--- src/rtl/coin_change_dispenser.sv ---
// Change payout engine: greedy quarter/dime/nickel selection against live
// inventory, driving one timed eject pulse at a time into the coin hopper.
module coin_change_dispenser #(
  parameter int AMT_W        = 6,
  parameter int INV_W        = 8,
  parameter int PULSE_CYCLES = 2,
  parameter int GAP_CYCLES   = 1,
  parameter int N_INIT       = 20,
  parameter int D_INIT       = 20,
  parameter int Q_INIT       = 20
) (
  input  logic             clk,
  input  logic             reset,
  input  logic             change_req,
  input  logic [AMT_W-1:0] change_amt,
  input  logic             hopper_rdy,
  input  logic             inv_load,
  input  logic [INV_W-1:0] n_load,
  input  logic [INV_W-1:0] d_load,
  input  logic [INV_W-1:0] q_load,
  output logic             N_out,
  output logic             D_out,
  output logic             Q_out,
  output logic             busy,
  output logic             done,
  output logic             short,
  output logic [AMT_W-1:0] remaining,
  output logic [INV_W-1:0] n_cnt,
  output logic [INV_W-1:0] d_cnt,
  output logic [INV_W-1:0] q_cnt
);

  typedef enum logic [2:0] {IDLE, SELECT, PULSE, GAP, DONE} state_t;
  typedef enum logic [1:0] {COIN_NONE, COIN_N, COIN_D, COIN_Q} coin_t;

  // One shared timer covers both the pulse-high and gap-low phases.
  localparam int TMAX = (PULSE_CYCLES > GAP_CYCLES) ? PULSE_CYCLES : GAP_CYCLES;
  localparam int TW   = (TMAX > 1) ? $clog2(TMAX) : 1;

  state_t          state, state_nxt;
  coin_t           cand;
  logic [TW-1:0]   timer;
  logic            pulse_end, gap_end;

  assign pulse_end = (timer == TW'(PULSE_CYCLES - 1));
  assign gap_end   = (timer == TW'(GAP_CYCLES - 1));

  // Greedy pick; a denomination with an empty counter is never chosen.
  // NOTE: every signal assigned in always_comb gets a default first, so no latch is inferred.
  always_comb begin
    cand = COIN_NONE;
    if (remaining >= AMT_W'(5) && q_cnt != '0)      cand = COIN_Q;
    else if (remaining >= AMT_W'(2) && d_cnt != '0) cand = COIN_D;
    else if (remaining >= AMT_W'(1) && n_cnt != '0) cand = COIN_N;
  end

  // NOTE: sequential state uses non-blocking assignments so all registers update together.
  always_ff @(posedge clk) begin
    if (!reset) state <= IDLE;
    else        state <= state_nxt;
  end

  always_comb begin
    state_nxt = state;
    unique case (state)
      IDLE:    if (change_req) state_nxt = SELECT;
      SELECT:  if (cand == COIN_NONE) state_nxt = DONE;
               else if (hopper_rdy)   state_nxt = PULSE;
      PULSE:   if (pulse_end) state_nxt = GAP;
      GAP:     if (gap_end)   state_nxt = SELECT;
      DONE:    state_nxt = IDLE;
      default: state_nxt = IDLE;
    endcase
  end

  // Registered outputs and datapath; counters reset to their stocked levels.
  always_ff @(posedge clk) begin
    if (!reset) begin
      N_out     <= 1'b0;
      D_out     <= 1'b0;
      Q_out     <= 1'b0;
      busy      <= 1'b0;
      done      <= 1'b0;
      short     <= 1'b0;
      remaining <= '0;
      timer     <= '0;
      n_cnt     <= INV_W'(N_INIT);
      d_cnt     <= INV_W'(D_INIT);
      q_cnt     <= INV_W'(Q_INIT);
    end else begin
      done <= 1'b0;
      unique case (state)
        IDLE: begin
          if (change_req) begin
            remaining <= change_amt;
            short     <= 1'b0;
            busy      <= 1'b1;
          end else if (inv_load) begin
            n_cnt <= n_load;
            d_cnt <= d_load;
            q_cnt <= q_load;
          end
        end
        SELECT: begin
          if (cand == COIN_NONE) begin
            short <= (remaining != '0);
          end else if (hopper_rdy) begin
            timer <= '0;
            unique case (cand)
              COIN_Q: begin
                Q_out     <= 1'b1;
                remaining <= remaining - AMT_W'(5);
                q_cnt     <= q_cnt - INV_W'(1);
              end
              COIN_D: begin
                D_out     <= 1'b1;
                remaining <= remaining - AMT_W'(2);
                d_cnt     <= d_cnt - INV_W'(1);
              end
              default: begin
                N_out     <= 1'b1;
                remaining <= remaining - AMT_W'(1);
                n_cnt     <= n_cnt - INV_W'(1);
              end
            endcase
          end
        end
        PULSE: begin
          if (pulse_end) begin
            N_out <= 1'b0;
            D_out <= 1'b0;
            Q_out <= 1'b0;
            timer <= '0;
          end else begin
            timer <= timer + TW'(1);
          end
        end
        GAP: begin
          if (!gap_end) timer <= timer + TW'(1);
        end
        DONE: begin
          done <= 1'b1;
          busy <= 1'b0;
        end
        default: ;
      endcase
    end
  end

endmodule

--- config.mk ---
export PLATFORM = sky130hd
export DESIGN_NAME = coin_change_dispenser
export DESIGN_NICKNAME = d
export VERILOG_FILES = /design/src/rtl/coin_change_dispenser.sv
export SDC_FILE = /design/constraint.sdc
export NUM_CORES = 1
export LEC_CHECK = 0
export ABC_CLOCK_PERIOD_IN_PS = 5700
export CAP_MARGIN = 20
export CORE_ASPECT_RATIO = 0.75
export CORE_MARGIN = 1.5
export CORE_UTILIZATION = 40
export DETAILED_ROUTE_END_ITERATION = 6
export GPL_TIMING_DRIVEN = 0
export PLACE_DENSITY = 0.67
export SYNTH_ARGS = -nofsm -noshare
export SYNTH_HDL_FRONTEND = slang
export SYNTH_SLANG_ARGS = --single-unit
--- constraint.sdc ---
create_clock -name clk -period 5.7 [get_ports clk]
set_input_delay 1.14 -clock clk [delete_from_list [all_inputs] [get_ports clk]]
set_output_delay 1.14 -clock clk [all_outputs]
set_load 0.01 [all_outputs]
### Word level (Yosys, flattened, before mapping)

Cells that the tools add are included.

* input bits: 35
* register bits: 40

* $add $sub $neg: 7
* multiplexer cells: 56
* reductions and logical operators: 25
* eq/ne operators: 18
* magnitude comparators: 3

Operators with widths (number)
* $mux W8: 15
* $pmux W8 S2: 3
* $pmux W6 S2: 2
* $reduce_bool A8 Y1: 3
* $sub A8 B1 Y8 const B: 3
* $ne A2 B2 Y1 const B: 11
* $mux W1: 19
* $mux W6: 3
* $reduce_and A6 Y1: 3
* $mux W3: 5
* $reduce_and A5 Y1: 3
* $pmux W3 S4: 1
* $pmux W1 S2: 5
* $reduce_and A4 Y1: 2
* $eq A3 B2 Y1 const B: 2
* $ge A6 B1 Y1 const B: 1
* $ge A6 B2 Y1 const B: 1
* $ge A6 B3 Y1 const B: 1
* $reduce_and A3 Y1: 2
* $reduce_bool A2 Y1: 3
* $reduce_bool A6 Y1: 1
* $sub A6 B1 Y6 const B: 1
* $sub A6 B2 Y6 const B: 1
* $sub A6 B3 Y6 const B: 1
* other kinds (13): 17

### Longest topological paths before layout

Gate-level depths: netlist of the first run.

* depth after elaboration: 11
* gate-level depth with buffers: 9
* gate-level depth less buffers: 8

### Least setup slack after synthesis of the first run

OpenSTA, ideal clock, no wires.

* path type: flip-flop to flip-flop
* from: register remaining[1]
* to: register remaining[5]
* stages on the path, launching flop included: 9
* path slack: 3.349 ns
* period minus slack after synthesis: 2.351 ns
* path buffers: 0
* setup time: 0.120 ns
* arrival: 2.231 ns
* cell sequence: dfxtp_1 -> inv_1 -> ha_1 -> nand2b_1 -> a21oi_1 -> o221ai_1 -> a21boi_2 -> o311a_1 -> o31a_1

* longest elaborated chain between the ends: 10
* elaborated cells between the ends (all ways): 21

Ends and longest elaborated chain
* start, declared: RTL line 27 `output logic [AMT_W-1:0] remaining,`
* start signal, assigned: RTL line 95 `remaining <= change_amt;`
* start signal, assigned: RTL line 112 `remaining <= remaining - AMT_W'(5);`
* start signal, assigned: RTL line 117 `remaining <= remaining - AMT_W'(2);`
* $ge A6 B1 Y1: RTL line 54 `else if (remaining >= AMT_W'(1) && n_cnt != '0) cand = COIN_N;`
* $logic_and A1 B1 Y1: RTL line 54
* $mux W1: RTL line 54
* $mux W2: RTL line 53 `else if (remaining >= AMT_W'(2) && d_cnt != '0) cand = COIN_D;`
* $mux W2: RTL line 52 `if (remaining >= AMT_W'(5) && q_cnt != '0) cand = COIN_Q;`
* $eq A2 B2 Y1: RTL line 109 `unique case (cand)`
* $pmux W6 S2: RTL line 109
* $mux W6: RTL line 107 `end else if (hopper_rdy) begin`
* $mux W6: RTL line 105 `if (cand == COIN_NONE) begin`
* $pmux W6 S2: RTL line 92 `unique case (state)`

Several ways; a longest one is shown, not always the timed one. The select of a mux whose other input is x is not followed.
A chain may end at the register's enable or synchronous reset.

### Worst setup path in the final report of the first run

* from: register remaining[1]
* to: register q_cnt[1]

* longest elaborated chain between the ends: 8
* elaborated cells between the ends (all ways): 14

Ends and longest elaborated chain
* $ge A6 B1 Y1: RTL line 54
* $logic_and A1 B1 Y1: RTL line 54
* $mux W1: RTL line 54
* $mux W2: RTL line 53
* $mux W2 *: RTL line 52
* $eq A2 B2 Y1 / $logic_not A2 Y1 (equally long branches): RTL line 109, 105
* $ne A2 B2 Y1 (no line)
* $reduce_and A6 Y1 (no line) *
* end signal, assigned: RTL line 89 `q_cnt <= INV_W'(Q_INIT);`
* end signal, assigned: RTL line 101 `q_cnt <= q_load;`
* end signal, assigned: RTL line 113 `q_cnt <= q_cnt - INV_W'(1);`
* end, declared: RTL line 30 `output logic [INV_W-1:0] q_cnt`

Mark *: on every way between the ends. The rest lies on a longest branch, timed or not.

==> results of run 1 <==
[tightest hold or removal path: stages, from the launching register on]
cell	delay, ns
dfxtp_1	0.32
o21ai_1	0.07
a21oi_1	0.06
[metal layers]
metal / up-vias / global-route usage, % / share of wire [%] / wire length, um
met5: - / 0 / 0 / 0
met4: 0 / 3.758 / 0.49 / 41
met3: 5 / 4.167 / 8.5 / 715
met2: 122 / 35.37 / 42 / 3559
met1: 1342 / 39.03 / 49 / 4084
li1: 1415 / - / - / -
[cell families (layout without fill, tap and decap cells)]
logic type      after synthesis  count (layout)  share of synthesized area, %
mux                           4               4                         1.594
flops                        40              40                         30.92
simple gates                138             138                         25.56
buf+inv                      30             107                         4.637
compound gates              124             124                         32.47
fa+ha+maj                    10              10                         4.831
[cells in the final DEF, fill, tap and decap left out, drive strengths merged, types with 2 or more instances in the layout]
cell type	Yosys	final
or4	3	3
nand2b	9	9
ha	10	10
clkdlybuf4s50	0	70
dfxtp	40	40
a21boi	2	2
nor2b	2	2
nor3	11	11
or3b	2	2
nor3b	4	4
a31oi	6	6
inv	13	13
o211ai	3	3
o31ai	4	4
nand3	8	8
nor4	4	4
o41ai	2	2
or2	2	2
nor2	39	39
o21a	3	3
clkbuf	15	22
o32ai	3	3
a21o	4	4
mux2i	3	3
and2	5	5
o311a	2	2
a311oi	3	3
a211oi	6	6
o21ai	32	32
nand2	45	45
o31a	3	3
a221oi	3	3
a21oi	41	41
[power groups by stage]
stage               Combinational [W]  Clock, W  Sequential, W
floorplan                    0.000374         0       0.000380
global placement             0.000578         0       0.000375
detailed placement           0.000587         0       0.000375
CTS                          0.000589  0.000212       0.000369
global route                 0.000652  0.000225       0.000377
finish                       0.000592  0.000213       0.000371
[worst paths after layout]
| path | slack [ns] | depth (start not counted) | to |
|---|---|---|---|
| max | 2.88 | 8 | q_cnt[1] |
| min | 0.49 | 2 | d_cnt[7] |
| max reg2reg | 2.88 | 8 | q_cnt[1] |
| min reg2reg | 0.49 | 2 | d_cnt[7] |
[flip-flops by register name (all words and copies together) (netlist names)]
register	flops
d_cnt	8
state	3
remaining	6
q_cnt	8
short	1
N_out	1
n_cnt	8
D_out	1
done	1
Q_out	1
pulse_end	1
busy	1
[per-stage QoR]
stage | util [%] | std cells
6_report | 55.48 | 504
5_1_grt | 55.48 | 504
2_1_floorplan | - | 346
4_1_cts | 55.48 | 504
3_3_place_gp | 53.95 | 497
3_5_place_dp | 53.95 | 497
[layout make-up]
class                   count  area share [%]
multi-input cells         276           47.85
plain buffers              16           1.937
well taps                  81           2.905
repair buffers             70           20.09
flip-flops and latches     40           22.96
inverters                  14           1.506
clock buffers               7           2.762
==> out/metrics.cfg, run 1 <==
[timing]
finalSetupViolCount = 0
final.setup.worst_slack_ns = 2.883
fin_tns_setup_ns = 0
slew-limit-headroom_pct = 42.24
clock_skew_ns = 0.007087
finalCriticalPeriod_ns = 2.817
min_period_over_period_pct = 49.43
hold_ws_ns = 0.4912
worst_pin_slew_ns = 0.8585
slew_violations = 0
fmax_ghz = 0.3550
hold_violations = 0
rsz0062_at_grt = no

[job]
cap_violations = 0

[synthesis]
ys_top_cells_by_count = 45 x nand2_1, 40 x dfxtp_1, 39 x nor2_1, 38 x a21oi_1, 23 x o21ai_1
synth_fp_nets = 391
synth_ff_type = dfxtp_1
synth_area_mm2 = 0.002590
synth_seq_cells = 40
yosysSeqAreaShare_pct = 30.92
synth.area.top_cells = dfxtp_1 31%, a21oi_1 7.3%, nand2_1 6.5%, nor2_1 5.7%, ha_1 4.8%
avgSynthCellArea_um2 = 7.486
syn_inst = 346
async_flop_share_pct = 0
yosys.area.top_type = dfxtp_1
ys.warnings.count = 0
synth_top_area_share_pct = 30.92
yosysUniqueCellTypes = 57
synth_edf_count = 0
synth.most_common_cell = nand2_1

[clocking]
clk_pin_slew_ns = 0.08
numCtsBuffers = 5
clock_tree.root_cell = clkbuf_8
tritoncts = yes
post_cts_resize_count = 0
hold_buffers = 0
clk_path_buf_depth = 2
cts.sinks = 40
clock_latency_ns = 0.30
postCtsSetupBuffers = 0
cts-htree-levels = 2

[finish]
layout.nets = 468
drive_above_1_share_pct = 5.201
multi_input_area_mm2 = 0.001669
final.fill_count = 615
seqCellArea_um2 = 800.8
syn_to_final_growth_pct = 34.69
finalInstanceArea_mm2 = 0.003488
antenna_cells = 0

[floorplanning]
rows = 25
start_util_pct = 41.19
coreArea_mm2 = 0.006287
die_h_um = 72.69
dieWidth_um = 95.92
dieArea_mm2 = 0.006972
num_io_pins = 71

[routing]
drt_iter0_drc = 180
routed_wl_um = 8399
vias = 2884
wire_per_inst_um = 16.66
ant_nets = 0
firstDrtPassIters = 5
vias_per_cell = 5.722
drt_drc_violations_left = 0

[hold_path]
hold_path.class = flop to flop
min_from = d_cnt[7]

[power_and_ir_drop]
combinationalPowerShare_pct = 50.3
power.internal_w = 0.0006779
leakagePower_nw = 1.283
sw_frac_of_total_pct = 42.41
seqPwrFrac_pct = 31.5
p_switching_w = 0.0004991
peakVddDrop_mv = 0.1762
powerDensity_mw_per_mm2 = 337.4
clock_power_share_pct = 18.1
finalPower_w = 0.001177

[placed_design]
io_buffers = 70
gp_congestion = 0.9195
dp_slack_ns = 2.653
hpwlAfterDp_um = 6147
placed_area_mm2 = 0.003392

[setup_path]
critPathBufInv = 1
regToRegStartpoint = remaining[1]
critPathArrivalTime_ns = 3.03
crit_path_cell_trace = inv_1 > ha_1 > nand2b_1 > a21oi_1 > nor2_1 > a21oi_1 > a211oi_1 > a211oi_1
worstSetupPathType = flop to flop
cp_max_fo = 9
critPathLaunch = remaining[1]
cp-end-kind = flop
critPathSlowestCell = a21oi_1
path_delay_family = compound AO/OA/AOI/OAI gates
start_kind = flop
required_ns = 5.92
worst_path_largest_cell_delay_ns = 0.62

[status]
outcome = completed

[global_route]
grt_pass1_vias = 2559
globalRouteOverflowTotal = 0
grt_use_total_pct = 24.75
antenna_found_initial = 0
grt_pass1_wl_um = 13190
grt_max_degree = 12

(Power assumes the default switching activity.)
==> run 2, diff against run 1 <==
Settings changed: ABC_CLOCK_PERIOD_IN_PS 5700 to 2900.
Clock period 5.7 ns to 2.9 ns, I/O delays scaled along.
==> run 2 against run 1 <==
  * Sequential share of layout area fell by 0.17 points
  * Worst hold slack got worse by 0.00085 ns
  * Core utilization rose by 0.42 points
  * Register-to-register slack got worse by 2.6 ns
  * Sequential cell count did not move
  * Die area did not move
  * Non-clock buffer count did not move
  * Sequential power rose by 97%
  * Fmax rose by 9.4%
  * Routed wire length barely moved
  * Critical endpoint is now d_cnt[0]
  * Largest power group unchanged
  * Highest routed layer unchanged
==> out/metrics.cfg, run 2 (synthesis results as in run 1) <==
[status]
outcome = completed

[setup_path]
worstSetupPathType = flop to flop
critPathLaunch = remaining[1]
worst_path_largest_cell_delay_ns = 0.54
start_kind = flop
rr_worst_depth = 8
crit_path_cell_trace = inv_1 > ha_1 > nand2b_1 > a21o_1 > a21oi_4 > a21o_1 > o21ai_1 > a221oi_1
worstReg2RegEnd = d_cnt[0]
regToRegStartpoint = remaining[1]
required_ns = 3.11
reg2reg_slack_ns = 0.32
endpoint = d_cnt[0]
critPathArrivalTime_ns = 2.78
critPathSlowestCell = dfxtp_1
cp_max_fo = 8
cp_common_cell = a21o_1
cp-end-kind = flop

[routing]
firstDrtPassIters = 4
routed_wl_um = 8397
wire_per_inst_um = 16.66
vias_per_cell = 5.667
drt_drc_violations_left = 0
ant_nets = 0
vias = 2856
drt_iter0_drc = 213

[floorplanning]
coreArea_mm2 = 0.006287
dieWidth_um = 95.92
die_h_um = 72.69
dieArea_mm2 = 0.006972
rows = 25
start_util_pct = 41.19
num_io_pins = 71

[finish]
antenna_cells = 0
drive_above_1_share_pct = 5.910
final_cells = 504
syn_to_final_growth_pct = 35.70
multi_input_area_mm2 = 0.001695
final.fill_count = 610
mostFrequentLayoutCell = clkdlybuf4s50_1
utilization_pct = 55.90
seqCellArea_um2 = 800.8
finalInstanceArea_mm2 = 0.003515
reg_top3 = d_cnt: 8 flops, n_cnt: 8 flops, q_cnt: 8 flops
final_cell_mix = 70 x clkdlybuf4s50_1, 45 x nand2_1, 40 x dfxtp_1, 39 x nor2_1, 36 x a21oi_1
layout.nets = 468

[clocking]
cts-htree-levels = 2
clk_pin_slew_ns = 0.08
clock_latency_ns = 0.30
clock_tree.root_cell = clkbuf_8
clk_path_buf_depth = 2
postCtsSetupBuffers = 0
cts.sinks = 40
numCtsBuffers = 5
tritoncts = yes

[placed_design]
placed_area_mm2 = 0.003392
io_buffers = 70
gp_congestion = 0.9195
dp.cells = 497
hpwlAfterDp_um = 6147

[timing]
finalSetupViolCount = 0
clock_skew_ns = 0.005802
min_period_over_period_pct = 88.80
slew_violations = 0
finalCriticalPeriod_ns = 2.575
hold_violations = 0
slew-limit-headroom_pct = 42.32
worst_pin_slew_ns = 0.8572
fin_tns_setup_ns = 0
fmax_ghz = 0.3883
rsz0062_at_grt = no

[power_and_ir_drop]
peakVddDrop_mv = 0.3465
sw_frac_of_total_pct = 42.51
powerDensity_mw_per_mm2 = 664.8
seqPwrFrac_pct = 31.3
power.internal_w = 0.001343
clock_power_share_pct = 17.9
p_switching_w = 0.0009932
combinationalPowerShare_pct = 50.8
leakagePower_nw = 1.286

[global_route]
grt_pass1_vias = 2559
grt_max_degree = 12
antenna_found_initial = 0
grt_use_total_pct = 24.75
grt_pass1_wl_um = 13190
globalRouteOverflowTotal = 0

[job]
cap_violations = 0

[hold_path]
hold_path.class = flop to flop

-- run 2: repair_timing --
action,4_1_cts,5_1_grt
setup endpoints to repair,0,10
hold buffers,0,0
endpoints found under the hold margin,0,0
gates resized for setup,0,5
-- run 2: final cells by class --
cell class / instances / share of cell area, %
Multi-Input combinational cell: 276 / 48.24
Sequential cell: 40 / 22.78
Timing Repair Buffer: 70 / 19.94
Tap cell: 81 / 2.884
Clock buffer: 7 / 2.741
Buffer: 16 / 1.922
Inverter: 14 / 1.495
-- run 2: power by group through the flow --
stage | combinational, W | clock, W | sequential [W]
final | 0.00119 | 0.000418 | 0.000731
after global routing | 0.00130 | 0.000443 | 0.000744
after CTS | 0.00116 | 0.000417 | 0.000725
after detailed placement | 0.00115 | 0 | 0.000737
after global placement | 0.00114 | 0 | 0.000737
after floorplan | 0.000735 | 0 | 0.000747
-- run 2: worst max-delay path, delay by kind of cell, from the launching register on --
| kind | cells | cell delay, ns |
|---|---|---|
| AO/OA/AOI/OAI | 5 | 1.29 |
| flip-flops | 1 | 0.54 |
| buffers and inverters | 1 | 0.22 |
| adder cells (fa/ha/maj) | 1 | 0.22 |
| AND/OR/NAND/NOR | 1 | 0.21 |
-- run 2: how the worst min path moves through the flow --
| stage | start | to | slack [ns] | cells past startpoint |
|---|---|---|---|---|
| 3_5_place_dp | N_out | N_out | 0.48 | 1 |
| 5_1_grt | n_cnt[1] | n_cnt[1] | 0.50 | 2 |
| 2_1_floorplan | pulse_end | pulse_end | 0.50 | 2 |
| 6_report | d_cnt[7] | d_cnt[7] | 0.49 | 2 |
| 4_1_cts | d_cnt[7] | d_cnt[7] | 0.49 | 2 |
| 3_3_place_gp | n_cnt[1] | n_cnt[1] | 0.48 | 2 |
-- run 2: through the flow --
step                      setup slack [ns]  hold slack [ns]  power (W)
after floorplan                     0.5493           0.4989   0.001482
after global placement              0.1913           0.4751   0.001873
after detailed placement            0.1804           0.4767   0.001891
after CTS                           0.1433           0.4895   0.002301
after global routing               0.05084           0.5012   0.002488
final                               0.3247           0.4903   0.002336
-- run 2: routing by layer --
| metal | global-route usage (%) | up-vias | share of wire (%) |
|---|---|---|---|
| li1 | - | 1415 | - |
| met2 | 35.37 | 105 | 42 |
| met5 | 0 | - | 0 |
| met4 | 3.758 | 0 | 0.49 |
| met3 | 4.167 | 5 | 6.3 |
| met1 | 39.03 | 1331 | 51 |
==> RTL change 1: new RTL, settings of run 2 <==
The 5 states of `state_t` get a Gray code encoding in 3 bits.
--- a/src/rtl/coin_change_dispenser.sv
+++ b/src/rtl/coin_change_dispenser.sv
@@ -31,5 +31,5 @@
 );
 
-  typedef enum logic [2:0] {IDLE, SELECT, PULSE, GAP, DONE} state_t;
+  typedef enum logic [2:0] {IDLE = 3'b000, SELECT = 3'b001, PULSE = 3'b011, GAP = 3'b010, DONE = 3'b110} state_t;
   typedef enum logic [1:0] {COIN_NONE, COIN_N, COIN_D, COIN_Q} coin_t;
 
Check against the original RTL: no difference found for any inputs over 10 cycles, from zero or initial values and one cycle with reset low; not proved beyond that.
==> RTL change 1 against run 2 <==
Synthesized area grew 2.7%; fmax fell by 3.1%; core utilization decreased by 0.26 points; final cell count shrank 1.4%; setup slack lost 82 ps; critical path depth unchanged; clock power shrank 7.2%; power down 14%; final area grew 0.53%; routed wire length rose by 2.7%; sequential cell count did not move; via count up 3.1%; highest routed layer unchanged.
==> RTL change 1: results (changes against run 2) <==
status=complete, no violations; Critical R2R Launch=remaining[1]; detailed placement HPWL=6240 um (+1.6%); Hold Path Class=reg -> reg; Worst R2R End=remaining[5]; top flop regs=d_cnt (8), n_cnt (8), q_cnt (8); Min-Delay Endpoint=N_out; R2R setup slack=240 ps (-80 ps); Synth cell types=74 (+30%); largest net degree at the start of global routing=14 (+2); Reg clk slew, reported paths=90 ps; final WL=8630 um (+2.7%); crit path max fanout=9 (+1); Setup Fix Bufs, Post-CTS=0 (unchanged); clk_skew=9.50 ps (+3.70 ps); initial antenna violation count=0 (unchanged); yosys warns=0 (unchanged); layout cell share with drive strength beyond 1=9.62% (+3.7 points); DR pass1 iterations=5 (+1); ranking of synthesized cells by area=dfxtp_1, a21oi_1, nand2_1; commonest cells in the netlist=nand2_1, dfxtp_1, a21oi_1; final net count=460 (-1.7%); dpl cells=489 (-1.6%); clk buf depth=2 (unchanged); reg2reg path depth=8 (unchanged); final-layout fill cell count=602 (-1.3%); Slew HR=42.2% (-0.15 points); first-pass GRT wire length=13,500 um (+2.5%); I/O Buffers=68 (-2.9%); Final Non-Filler Cells=497 (-1.4%); GPL Wtd Cong=0.890 (-3.2%); number of global-route vias before repair=2,540 (-0.74%); FFs w/ async S/R, synth=0% (unchanged); Net Count, Synth=385 (-1.5%); HP Start=N_out; worst hold path depth=2 (unchanged); Total GRT Usage=23.9% (-0.84 points); CTS HTree Levels=2 (unchanged); crit path DAT=2880 ps (+100 ps); ant diodes=0 (unchanged); clock root cell=clkbuf_8; Skew-Pair Late Insertion Delay=300 ps (about the same); Detailed Route Iter0 Violations=230 (+8.0%); worst vdd ir=0.000280 V (-19%); via count=2,945 (+3.1%); Seq/Total Area, Yosys=30.1% (-0.80 points); mean post-synth cell area=7.82 sq um (+4.5%); LEAKAGE=1.28 nW (-0.62%)
==> RTL change 1: cell types whose count changed after synthesis, moves of 4 or more <==
cell,change
o21ai_1,-16
o21ai_0,+15
nor2_1,-12
a22oi_1,+4
and2_1,-4
inv_1,+4
nand2b_1,-4
nor3_1,-4
==> RTL change 1: cells by family after synthesis <==
family	Yosys count	synth area share (%)
AOI/OAI and AO/OA	135	35.8
and+or+nand+nor	122	23.8
buffers and inverters	32	5.27
xor gates and xnor gates	1	0.329
adders and majority gates	10	4.71
DFF	40	30.1
==> RTL change 1: how the worst max path moves through the flow <==
| stage | depth (start not counted) | startpoint | slack [ps] | to |
|---|---|---|---|---|
| detailed placement | 8 | remaining[1] | 90 | q_cnt[0] |
| floorplan | 8 | remaining[1] | 470 | remaining[5] |
| global route | 8 | q_cnt[0] | 90 | d_cnt[0] |
| CTS | 8 | remaining[1] | 60 | q_cnt[0] |
| global placement | 8 | remaining[1] | 180 | q_cnt[0] |
| finish | 8 | remaining[1] | 240 | remaining[5] |
==> RTL change 1: cell type report <==
| type | count | area (sq um) | share of cell area [%] |
|---|---|---|---|
| Multi-Input combinational cell | 268 | 1720 | 48.7 |
| Clock buffer | 5 | 68.8 | 1.95 |
| Tap cell | 81 | 101 | 2.87 |
| Buffer | 16 | 80.1 | 2.27 |
| Sequential cell | 40 | 802 | 22.7 |
| Clock inverter | 3 | 18.8 | 0.531 |
| Timing Repair Buffer | 68 | 681 | 19.3 |
| Inverter | 16 | 60.1 | 1.70 |
==> RTL change 1: through the flow <==
| step | worst slack, ps | area (sq um) | hold slack (ps) |
|---|---|---|---|
| after CTS | 58.5 | 3530 | 467 |
| after floorplan | 466 | 2660 | 476 |
| after detailed placement | 89.8 | 3440 | 456 |
| after global routing | 86.9 | 3530 | 528 |
| final | 242 | 3530 | 466 |
| after global placement | 176 | 3440 | 447 |
==> RTL change 1: where the power goes <==
part / leakage (nW) / switching [W] / total, W / internal [W]
Clock: 0.0479 / 0.000220 / 0.000388 / 0.000168
Sequential: 0.327 / 0.0000810 / 0.000690 / 0.000609
Combinational: 0.903 / 0.000532 / 0.000930 / 0.000398
==> RTL change 1: routing by layer <==
metal | track usage, % | up-vias | wire length, um
met5 | 0 | - | 0
met4 | 3.38 | 0 | 74
met3 | 3.90 | 11 | 679
met2 | 35.9 | 139 | 3620
met1 | 36.6 | 1384 | 4250
li1 | - | 1411 | -
==> RTL change 1: repair_timing <==
item	4_1_cts	5_1_grt
endpoints found under the setup margin	0	5
hold buffers	0	0
resized for setup	0	2
==> RTL change 1: critical path: stages, from the launching register on <==
cell and delay, ps:
dfxtp_2 390, inv_1 190, ha_1 260, or2b_2 360, a21boi_2 320, o221ai_1 250
or4_1 430, a31o_1 220, a31oi_1 160
==> RTL change 2: new RTL, flow settings as in run 2 <==
Made on the original files. `AMT_W`: 6 -> 12.
--- a/src/rtl/coin_change_dispenser.sv
+++ b/src/rtl/coin_change_dispenser.sv
@@ -2,5 +2,5 @@
 // inventory, driving one timed eject pulse at a time into the coin hopper.
 module coin_change_dispenser #(
-  parameter int AMT_W        = 6,
+  parameter int AMT_W        = 12,
   parameter int INV_W        = 8,
   parameter int PULSE_CYCLES = 2,
Ports: changed (resized change_amt and remaining); port bits go from 71 to 83. The function was not compared with the original's and may differ.
==> RTL change 2 against run 2 <==
Synthesized area up 22%; power down 0.77%; sequential cell count rose by 6; routed wire length is 39% higher; synthesized cell count rose by 23%; sequential share of layout area down 1.8 points; critical path type unchanged; critical path depth is 1 higher; setup slack lost 220 ps; final area is 26% higher; first-iteration DRC count rose by 60%.
==> RTL change 2: results (changes against run 2) <==
ranking of synthesized cells by area=dfxtp_1, nand2_1, nor2_1; Slowest cell on crit path=or4_4; met3 Track Usage GR=4.41% (+0.24 points); clk_skew=5.55 ps (-0.257 ps); delay of the slowest cell on the worst path=570 ps (+30 ps); reg2reg path depth=9 (+1); Synth cell types=67 (+18%); Slew HR=52.1% (+9.8 points); max reg flops=12; Detailed Route Iter0 Violations=340 (+60%); crit path max fanout=8 (unchanged); dpl cells=607 (+22%); final net count=575 (+23%); worst vdd ir=0.000273 V (-21%); DR pass1 iterations=5 (+1); Min-Delay Endpoint=N_out; detailed placement HPWL=8290 um (+35%); post-DR wirelength/cell=18.7 um (+12%); commonest cells in the netlist=nand2_1, nor2_1, dfxtp_1; number of global-route vias before repair=3,481 (+36%); HP Start=N_out; status=complete, no violations; Worst R2R End=remaining[8]; LEAKAGE=1.62 nW (+26%); layout cell share with drive strength beyond 1=9.73% (+3.8 points); Critical R2R Launch=remaining[3]; met2 Use GR=41.5% (+6.1 points); worst hold path depth=2 (unchanged); FFs w/ async S/R, synth=0% (unchanged); Synth Instances=425 (+23%); crit path DAT=3000 ps (+220 ps); Seq/Total Area, Yosys=29.1% (-1.8 points); largest net degree at the start of global routing=15 (+3); Setup WS pre-CTS=-683 ps (-864 ps); Total GRT Usage=27.5% (+2.7 points); Net Count, Synth=477 (+22%)
## RTL change 2: per-layer routing
layer / routed length, um / up-vias
li1: - / 1797
met1: 5340 / 1784
met2: 4920 / 224
met3: 1280 / 16
met4: 131 / 0
met5: 0 / -
## RTL change 2: kinds of logic (layout without fill, tap and decap cells)
family / after synthesis / count (layout) / share of synthesized area [%]
fa+ha+maj: 11 / 11 / 4.36
flops: 46 / 46 / 29.1
compound gates: 141 / 141 / 31.4
mux: 3 / 3 / 0.990
buf+inv: 41 / 140 / 5.62
simple gates: 180 / 180 / 27.7
xor+xnor: 3 / 3 / 0.832
## RTL change 2: worst max-delay path by stage
| stage | startpoint | to | cells after the start |
|---|---|---|---|
| floorplan | remaining[1] | remaining[11] | 10 |
| global placement | state[1] | d_cnt[6] | 7 |
| detailed placement | remaining[1] | remaining[4] | 9 |
| CTS | d_cnt[0] | remaining[6] | 8 |
| global route | remaining[3] | remaining[11] | 9 |
| finish | remaining[3] | remaining[8] | 9 |
## RTL change 2: per-stage QoR
step	hold WS, ps	cell area [sq um]	power (W)
2_1_floorplan	502	3160	0.00130
3_3_place_gp	458	4100	0.00163
3_5_place_dp	463	4100	0.00163
4_1_cts	486	4300	0.00226
5_1_grt	519	4430	0.00244
6_report	481	4430	0.00232
## RTL change 2: where the power goes
group | switching, W | internal, W
sequential | 0.0000833 | 0.000691
combinational | 0.000520 | 0.000416
clock | 0.000241 | 0.000368
total | 0.000844 | 0.00147
## RTL change 2: timing repair
action / in CTS / in global routing
pin swaps: 1 / 5
hold buffers: 0 / 0
setup buffers: 3 / 9
endpoints found under the setup margin: 39 / 39
gates resized for setup: 8 / 14
## RTL change 2: critical path, delay by kind of cell, from the launching register on
| kind | cells | cell delay (ps) |
|---|---|---|
| simple gates | 2 | 630 |
| flops | 1 | 330 |
| compound gates | 4 | 1220 |
| buf+inv | 3 | 510 |
## RTL change 2: cell type report
class | instances | area (sq um)
Tap cell | 101 | 126
Fill cell | 706 | 3070
Multi-Input combinational cell | 338 | 2140
Clock buffer | 6 | 82.6
Timing Repair Buffer | 93 | 913
Buffer | 28 | 131
Inverter | 11 | 45.0
Clock inverter | 2 | 60.1
Sequential cell | 46 | 927
